$ cat src/rtl/uart_rx.sv
// ============================================================
// uart_rx: 8N1 UART receiver, two-flop synchronized, mid-bit sampling
// Revision: 1.0
// ============================================================
`default_nettype none

module uart_rx #(
    parameter int CLK_FREQ   = 50000000,
    parameter int BAUD_RATE  = 9600,
    parameter int BAUD_COUNT = CLK_FREQ / BAUD_RATE
) (
    input  logic       clk,
    input  logic       rst_n,
    input  logic       rx,
    output logic [7:0] data_out,
    output logic       valid,
    output logic       frame_err,
    output logic       busy
);

    typedef enum logic [2:0] {
        IDLE  = 3'd0,
        START = 3'd1,
        DATA  = 3'd2,
        STOP  = 3'd3,
        BREAK = 3'd4
    } state_t;

    localparam logic [15:0] HALF_LOAD = 16'(BAUD_COUNT / 2 - 1);
    localparam logic [15:0] FULL_LOAD = 16'(BAUD_COUNT - 1);

    logic        rx_meta;
    logic        rx_s;
    state_t      state,     state_nx;
    logic [15:0] baud_cnt,  baud_cnt_nx;
    logic [2:0]  bit_idx,   bit_idx_nx;
    logic [7:0]  shift_reg, shift_reg_nx;
    logic [7:0]  data_nx;
    logic        valid_nx;
    logic        frame_err_nx;

    // Line idles high, so the synchronizer resets to 1 to avoid a false start.
    always_ff @(posedge clk or negedge rst_n) begin
        if (!rst_n) begin
            rx_meta <= 1'b1;
            rx_s    <= 1'b1;
        end else begin
            rx_meta <= rx;
            rx_s    <= rx_meta;
        end
    end

    always_ff @(posedge clk or negedge rst_n) begin
        if (!rst_n) begin
            state     <= IDLE;
            baud_cnt  <= 16'd0;
            bit_idx   <= 3'd0;
            shift_reg <= 8'h00;
            data_out  <= 8'h00;
            valid     <= 1'b0;
            frame_err <= 1'b0;
        end else begin
            state     <= state_nx;
            baud_cnt  <= baud_cnt_nx;
            bit_idx   <= bit_idx_nx;
            shift_reg <= shift_reg_nx;
            data_out  <= data_nx;
            valid     <= valid_nx;
            frame_err <= frame_err_nx;
        end
    end

    always_comb begin
        state_nx     = state;
        baud_cnt_nx  = baud_cnt;
        bit_idx_nx   = bit_idx;
        shift_reg_nx = shift_reg;
        data_nx      = data_out;
        valid_nx     = 1'b0;
        frame_err_nx = 1'b0;

        if (state != IDLE && state != BREAK && baud_cnt != 16'd0) begin
            baud_cnt_nx = baud_cnt - 16'd1;
        end

        case (state)
            IDLE: begin
                if (!rx_s) begin
                    state_nx    = START;
                    baud_cnt_nx = HALF_LOAD;
                end
            end
            START: begin
                // Re-check the start bit at its midpoint to reject glitches.
                if (baud_cnt == 16'd0) begin
                    if (!rx_s) begin
                        state_nx    = DATA;
                        baud_cnt_nx = FULL_LOAD;
                        bit_idx_nx  = 3'd0;
                    end else begin
                        state_nx = IDLE;
                    end
                end
            end
            DATA: begin
                if (baud_cnt == 16'd0) begin
                    shift_reg_nx[bit_idx] = rx_s;
                    baud_cnt_nx           = FULL_LOAD;
                    if (bit_idx == 3'd7) begin
                        state_nx = STOP;
                    end else begin
                        bit_idx_nx = bit_idx + 3'd1;
                    end
                end
            end
            STOP: begin
                if (baud_cnt == 16'd0) begin
                    if (rx_s) begin
                        data_nx  = shift_reg;
                        valid_nx = 1'b1;
                        state_nx = IDLE;
                    end else begin
                        frame_err_nx = 1'b1;
                        state_nx     = BREAK;
                    end
                end
            end
            BREAK: begin
                // A held-low line must return high before another start is seen.
                if (rx_s) begin
                    state_nx = IDLE;
                end
            end
            default: begin
                state_nx = IDLE;
            end
        endcase
    end

    assign busy = (state != IDLE);

endmodule

`default_nettype wire
$ cat config.mk
export PLATFORM = sky130hd
export DESIGN_NAME = uart_rx
export DESIGN_NICKNAME = d
export VERILOG_FILES = /design/src/rtl/uart_rx.sv
export SDC_FILE = /design/constraint.sdc
export NUM_CORES = 1
export LEC_CHECK = 0
export ABC_AREA = 1
export BUFFER_PORTS_ARGS = -buffer_cell sky130_fd_sc_hd__buf_2
export CORE_MARGIN = 2
export CORE_UTILIZATION = 45
export CTS_BUF_LIST = sky130_fd_sc_hd__clkbuf_8
export DETAILED_ROUTE_END_ITERATION = 12
export HOLD_SLACK_MARGIN = 0.02
export SYNTH_ARGS = -nofsm -noshare
export SYNTH_HDL_FRONTEND = slang
export SYNTH_SLANG_ARGS = --single-unit
export TNS_END_PERCENT = 10
$ cat constraint.sdc
create_clock -name clk -period 3.75 [get_ports clk]
set_clock_uncertainty 0.2 [all_clocks]
set_input_delay 0.1875 -clock clk [delete_from_list [all_inputs] [get_ports clk]]
set_output_delay 0.1875 -clock clk [all_outputs]
set_load 0.01 [all_outputs]
==> out/summary.txt <==
Synth Area in Simple Gates = 0.361
Fin crit share = 0.485
Cell occurring most often along the worst timing path = sky130_fd_sc_hd__a21oi_1
Die W = 75.0 um
Die Y-Extent = 75.0 um
Vias in the first global route = 1561
Setup slack of the critical path after layout = 1.93 ns
Post-synthesis adder-cell area fraction = 0.0220
Number of port buffers = 13
Final-layout fill cell count = 460
Category of cells accounting for the largest share of critical-path delay = flip-flops
Proportion of layout cells with a drive suffix above 1 = 0.219
Post-detailed-route count of antenna-violating nets = 0
Area share of xor/xnor cells in the synthesized design = 0.0270
Count of TritonRoute iterations in the first routing pass = 4
CP Buf/Inv Count = 2
Sequential share of the synthesized area = 0.464
Vias per Instance = 4.67
Clock buffer count from CTS = 5
Top-area cell type share of the netlist area = 0.441
Kind of path behind the tightest hold check = reg2reg
Net Count, Synth = 282
Slew Limit Headroom = 0.384
Placed cell count = 354
Worst path arrival time = 1.81 ns
Setup slack on the worst flop-to-flop path = 1.93 ns
Max Buffers Root-to-Sink = 2
Dominant combinational cell family by area after synthesis = simple AND/OR/NAND/NOR gates
Internal Dissipation = 0.653 mW
Worst IR Drop VDD = 186 uV
FP Rows = 25
Final critical path time including I/O delays and setup = 1.82 ns
Worst reg-to-reg path cell count = 7
Total routing usage reported by global routing = 0.178
Antenna diode instance count = 0
Number of instances in the synthesized netlist = 275
Number of antenna violations at the first check in global routing = 0
Number of violations of the max-capacitance limit = 0
WL per Instance = 11.9 um
Post-synthesis cell type with the largest combined area = sky130_fd_sc_hd__dfrtp_1
Area growth from synthesis to layout = 12.1%
Switch Pwr = 0.174 mW
Req. time, crit path = 3.74 ns
Total number of clock tree sinks = 42
Crit Path Category = reg2reg
Die area = 5630 um^2
Total negative slack for setup checks = 0 ns
Worst skew pair latency = 0.30 ns
DRC marker count from the first detailed-route iteration = 94
Min-Delay Startpoint = rx_meta$_DFF_PN1_
CORE AREA = 4790 um^2
CTS tree = yes
Clock-pin slew on the worst setup and hold paths = 0.08 ns
RR Endpoint = baud_cnt[1]$_DFF_PN0_
WL final = 4.33 mm
Status = completed
Crit path capture type = register
Final-report setup violation count = 0
PwrDens = 325 nW/um^2
Cell Area, Synth = 2270 um^2
Worst Tran Pin Value = 0.923 ns
Flip-flop and latch count after synthesis = 42
Worst slack, placed = 1.94 ns
Setup crit start kind = register
Endpoint with the worst hold slack = rx_s$_DFF_PN1_
I/O pin total = 14
Number of synthesized flops with an enable pin = 0
First-pass GRT wire length = 7.54 mm
Worst Hold Margin = 0.149 ns
Fraction of power consumed by sequential logic = 0.551
Fraction of synthesis flops using an asynchronous set or reset pin = 1.00
Critical path cell sequence = inv_1 -> a21oi_1 -> nor2_2 -> inv_2 -> nand2_4 -> a21oi_1 -> o21ai_1
Half-perimeter wire length after detailed placement = 3.23 mm
Count of H-tree levels built during CTS = 2
Max-slew violation total from the final report = 0
Leakage power total = 1.25 nW
Largest register FFs = 16
Share of the synthesized area in compound gates (AO/OA/AOI/OAI) = 0.0766
Initial cell density of the core = 0.475
Mux contribution to synthesized area = 0
DR vias = 1701
Crit-path max FO = 11
Count of synthesis-stage warnings from yosys = 0
Weighted congestion at the end of routability-driven global placement = 0.873
Post-cts resize count = 0
Top achievable clock speed = 550 MHz
Number of distinct standard cells referenced by the synthesized netlist = 30
Combinational fraction of design power = 0.017
Mean instance size in the synthesized netlist = 8.26 um^2
Critical Path Max Stage Delay = 0.59 ns
Cells taking the most area after synthesis = sky130_fd_sc_hd__dfrtp_1 (44%), sky130_fd_sc_hd__nand2_1 (16%), sky130_fd_sc_hd__nor2_1 (4.6%), sky130_fd_sc_hd__o21ai_1 (4.4%), sky130_fd_sc_hd__nor2_2 (3.3%)
Most frequently used flop master after synthesis = sky130_fd_sc_hd__dfrtp_1
Post-route DRC = 0
Sw Share = 0.211
Final hold violation count = 0
Post-route non-filler standard cell count = 364
Maximum number of pins on one net before global-route repair = 43
GRT overflow = 0
Critical register-to-register path startpoint = rx_s$_DFF_PN1_
Cell at the root of the clock tree = sky130_fd_sc_hd__clkbuf_8
Cell depth of the worst min-delay path = 0
Crit path max-delay cell type = sky130_fd_sc_hd__dfstp_2
Unrepaired setup endpoints after global routing = no
Clock power share = 0.433
Layout net count = 303
-- synthesized netlist by cell type (all sizes together) (2+ instances only) --
master / n
nor2: 47
a21oi: 5
xnor2: 5
nand2: 101
xor2: 2
o21ai: 22
nand3: 15
ha: 4
inv: 24
dfrtp: 40
dfstp: 2
clkinv: 2
-- power groups by stage --
stage / sequential, mW / combinational [mW] / clock, mW
floorplan: 0.465 / 0.00259 / 0
finish: 0.456 / 0.0138 / 0.358
CTS: 0.456 / 0.0147 / 0.368
global placement: 0.465 / 0.0130 / 0
detailed placement: 0.465 / 0.0132 / 0
global route: 0.456 / 0.0166 / 0.386
-- cells by family (layout without fill, tap and decap cells) --
| family | Yosys count | after routing |
|---|---|---|
| flip-flops | 42 | 42 |
| AND/OR/NAND/NOR | 166 | 166 |
| XOR/XNOR | 7 | 7 |
| buffers and inverters | 27 | 49 |
| AO/OA/AOI/OAI | 29 | 29 |
| adder cells (fa/ha/maj) | 4 | 4 |
-- through the flow --
step | power (mW) | area (um^2) | util
final | 0.827 | 2550 | 0.532
after CTS | 0.838 | 2550 | 0.532
after global placement | 0.478 | 2420 | 0.505
after global routing | 0.858 | 2550 | 0.532
after floorplan | 0.467 | 2270 | -
after detailed placement | 0.478 | 2420 | 0.505
-- worst max-delay path by stage --
| stage | start | end | slack (ns) | cells past startpoint |
|---|---|---|---|---|
| 2_1_floorplan | baud_cnt[0]$_DFF_PN0_ | baud_cnt[14]$_DFF_PN0_ | 2.14 | 11 |
| 3_3_place_gp | rx_s$_DFF_PN1_ | baud_cnt[1]$_DFF_PN0_ | 1.99 | 7 |
| 3_5_place_dp | rx_s$_DFF_PN1_ | baud_cnt[1]$_DFF_PN0_ | 1.94 | 7 |
| 4_1_cts | rx_s$_DFF_PN1_ | baud_cnt[1]$_DFF_PN0_ | 1.93 | 7 |
| 5_1_grt | rx_s$_DFF_PN1_ | baud_cnt[1]$_DFF_PN0_ | 1.83 | 7 |
| 6_report | rx_s$_DFF_PN1_ | baud_cnt[1]$_DFF_PN0_ | 1.93 | 7 |
-- layer usage --
layer  GRT usage  share of wire  vias to the layer above
li1            -              -                      906
met1       0.265           0.53                      758
met2       0.258           0.42                       31
met3      0.0442          0.040                        6
met4      0.0476          0.012                        0
met5           0              0                        -
-- final cells by class --
cell class	count	area, um^2	area share
clock buffer	5	68.8	0.0270
clock inverter	3	41.3	0.0162
inverter	26	109	0.0428
multi-input combinational	206	1100	0.434
sequential	42	1050	0.414
tap	67	83.8	0.0329
timing repair buffer	15	85.1	0.0334
-- layout by cell type, fill, tap and decap left out, types with 2 or more instances in the layout --
cell                            count
sky130_fd_sc_hd__nand2_4            5
sky130_fd_sc_hd__nand2_1           94
sky130_fd_sc_hd__o21ai_0            2
sky130_fd_sc_hd__clkbuf_8           5
sky130_fd_sc_hd__nor2_1            28
sky130_fd_sc_hd__dfstp_2            2
sky130_fd_sc_hd__inv_2              8
sky130_fd_sc_hd__ha_1               4
sky130_fd_sc_hd__xor2_1             2
sky130_fd_sc_hd__xnor2_1            5
sky130_fd_sc_hd__inv_1             15
sky130_fd_sc_hd__nand3_1           13
sky130_fd_sc_hd__a21oi_1            5
sky130_fd_sc_hd__inv_4              2
sky130_fd_sc_hd__dfrtp_1           40
sky130_fd_sc_hd__dlygate4sd3_1      2
sky130_fd_sc_hd__o21ai_1           20
sky130_fd_sc_hd__nor2_4             6
sky130_fd_sc_hd__nor2_2            12
sky130_fd_sc_hd__buf_2             13
-- worst register-to-register path, cell delays in order, from the launching register on --
cell and delay [ns]:
sky130_fd_sc_hd__dfstp_2 0.59, sky130_fd_sc_hd__inv_1 0.17, sky130_fd_sc_hd__a21oi_1 0.28, sky130_fd_sc_hd__nor2_2 0.06, sky130_fd_sc_hd__inv_2 0.13, sky130_fd_sc_hd__nand2_4 0.09, sky130_fd_sc_hd__a21oi_1 0.12, sky130_fd_sc_hd__o21ai_1 0.07
-- timing repair --
action,4_1_cts,5_1_grt
hold buffers,2,0
setup buffers,0,0
hold endpoints to repair,41,0
endpoints found under the setup margin,0,0
(Power assumes the default switching activity.)
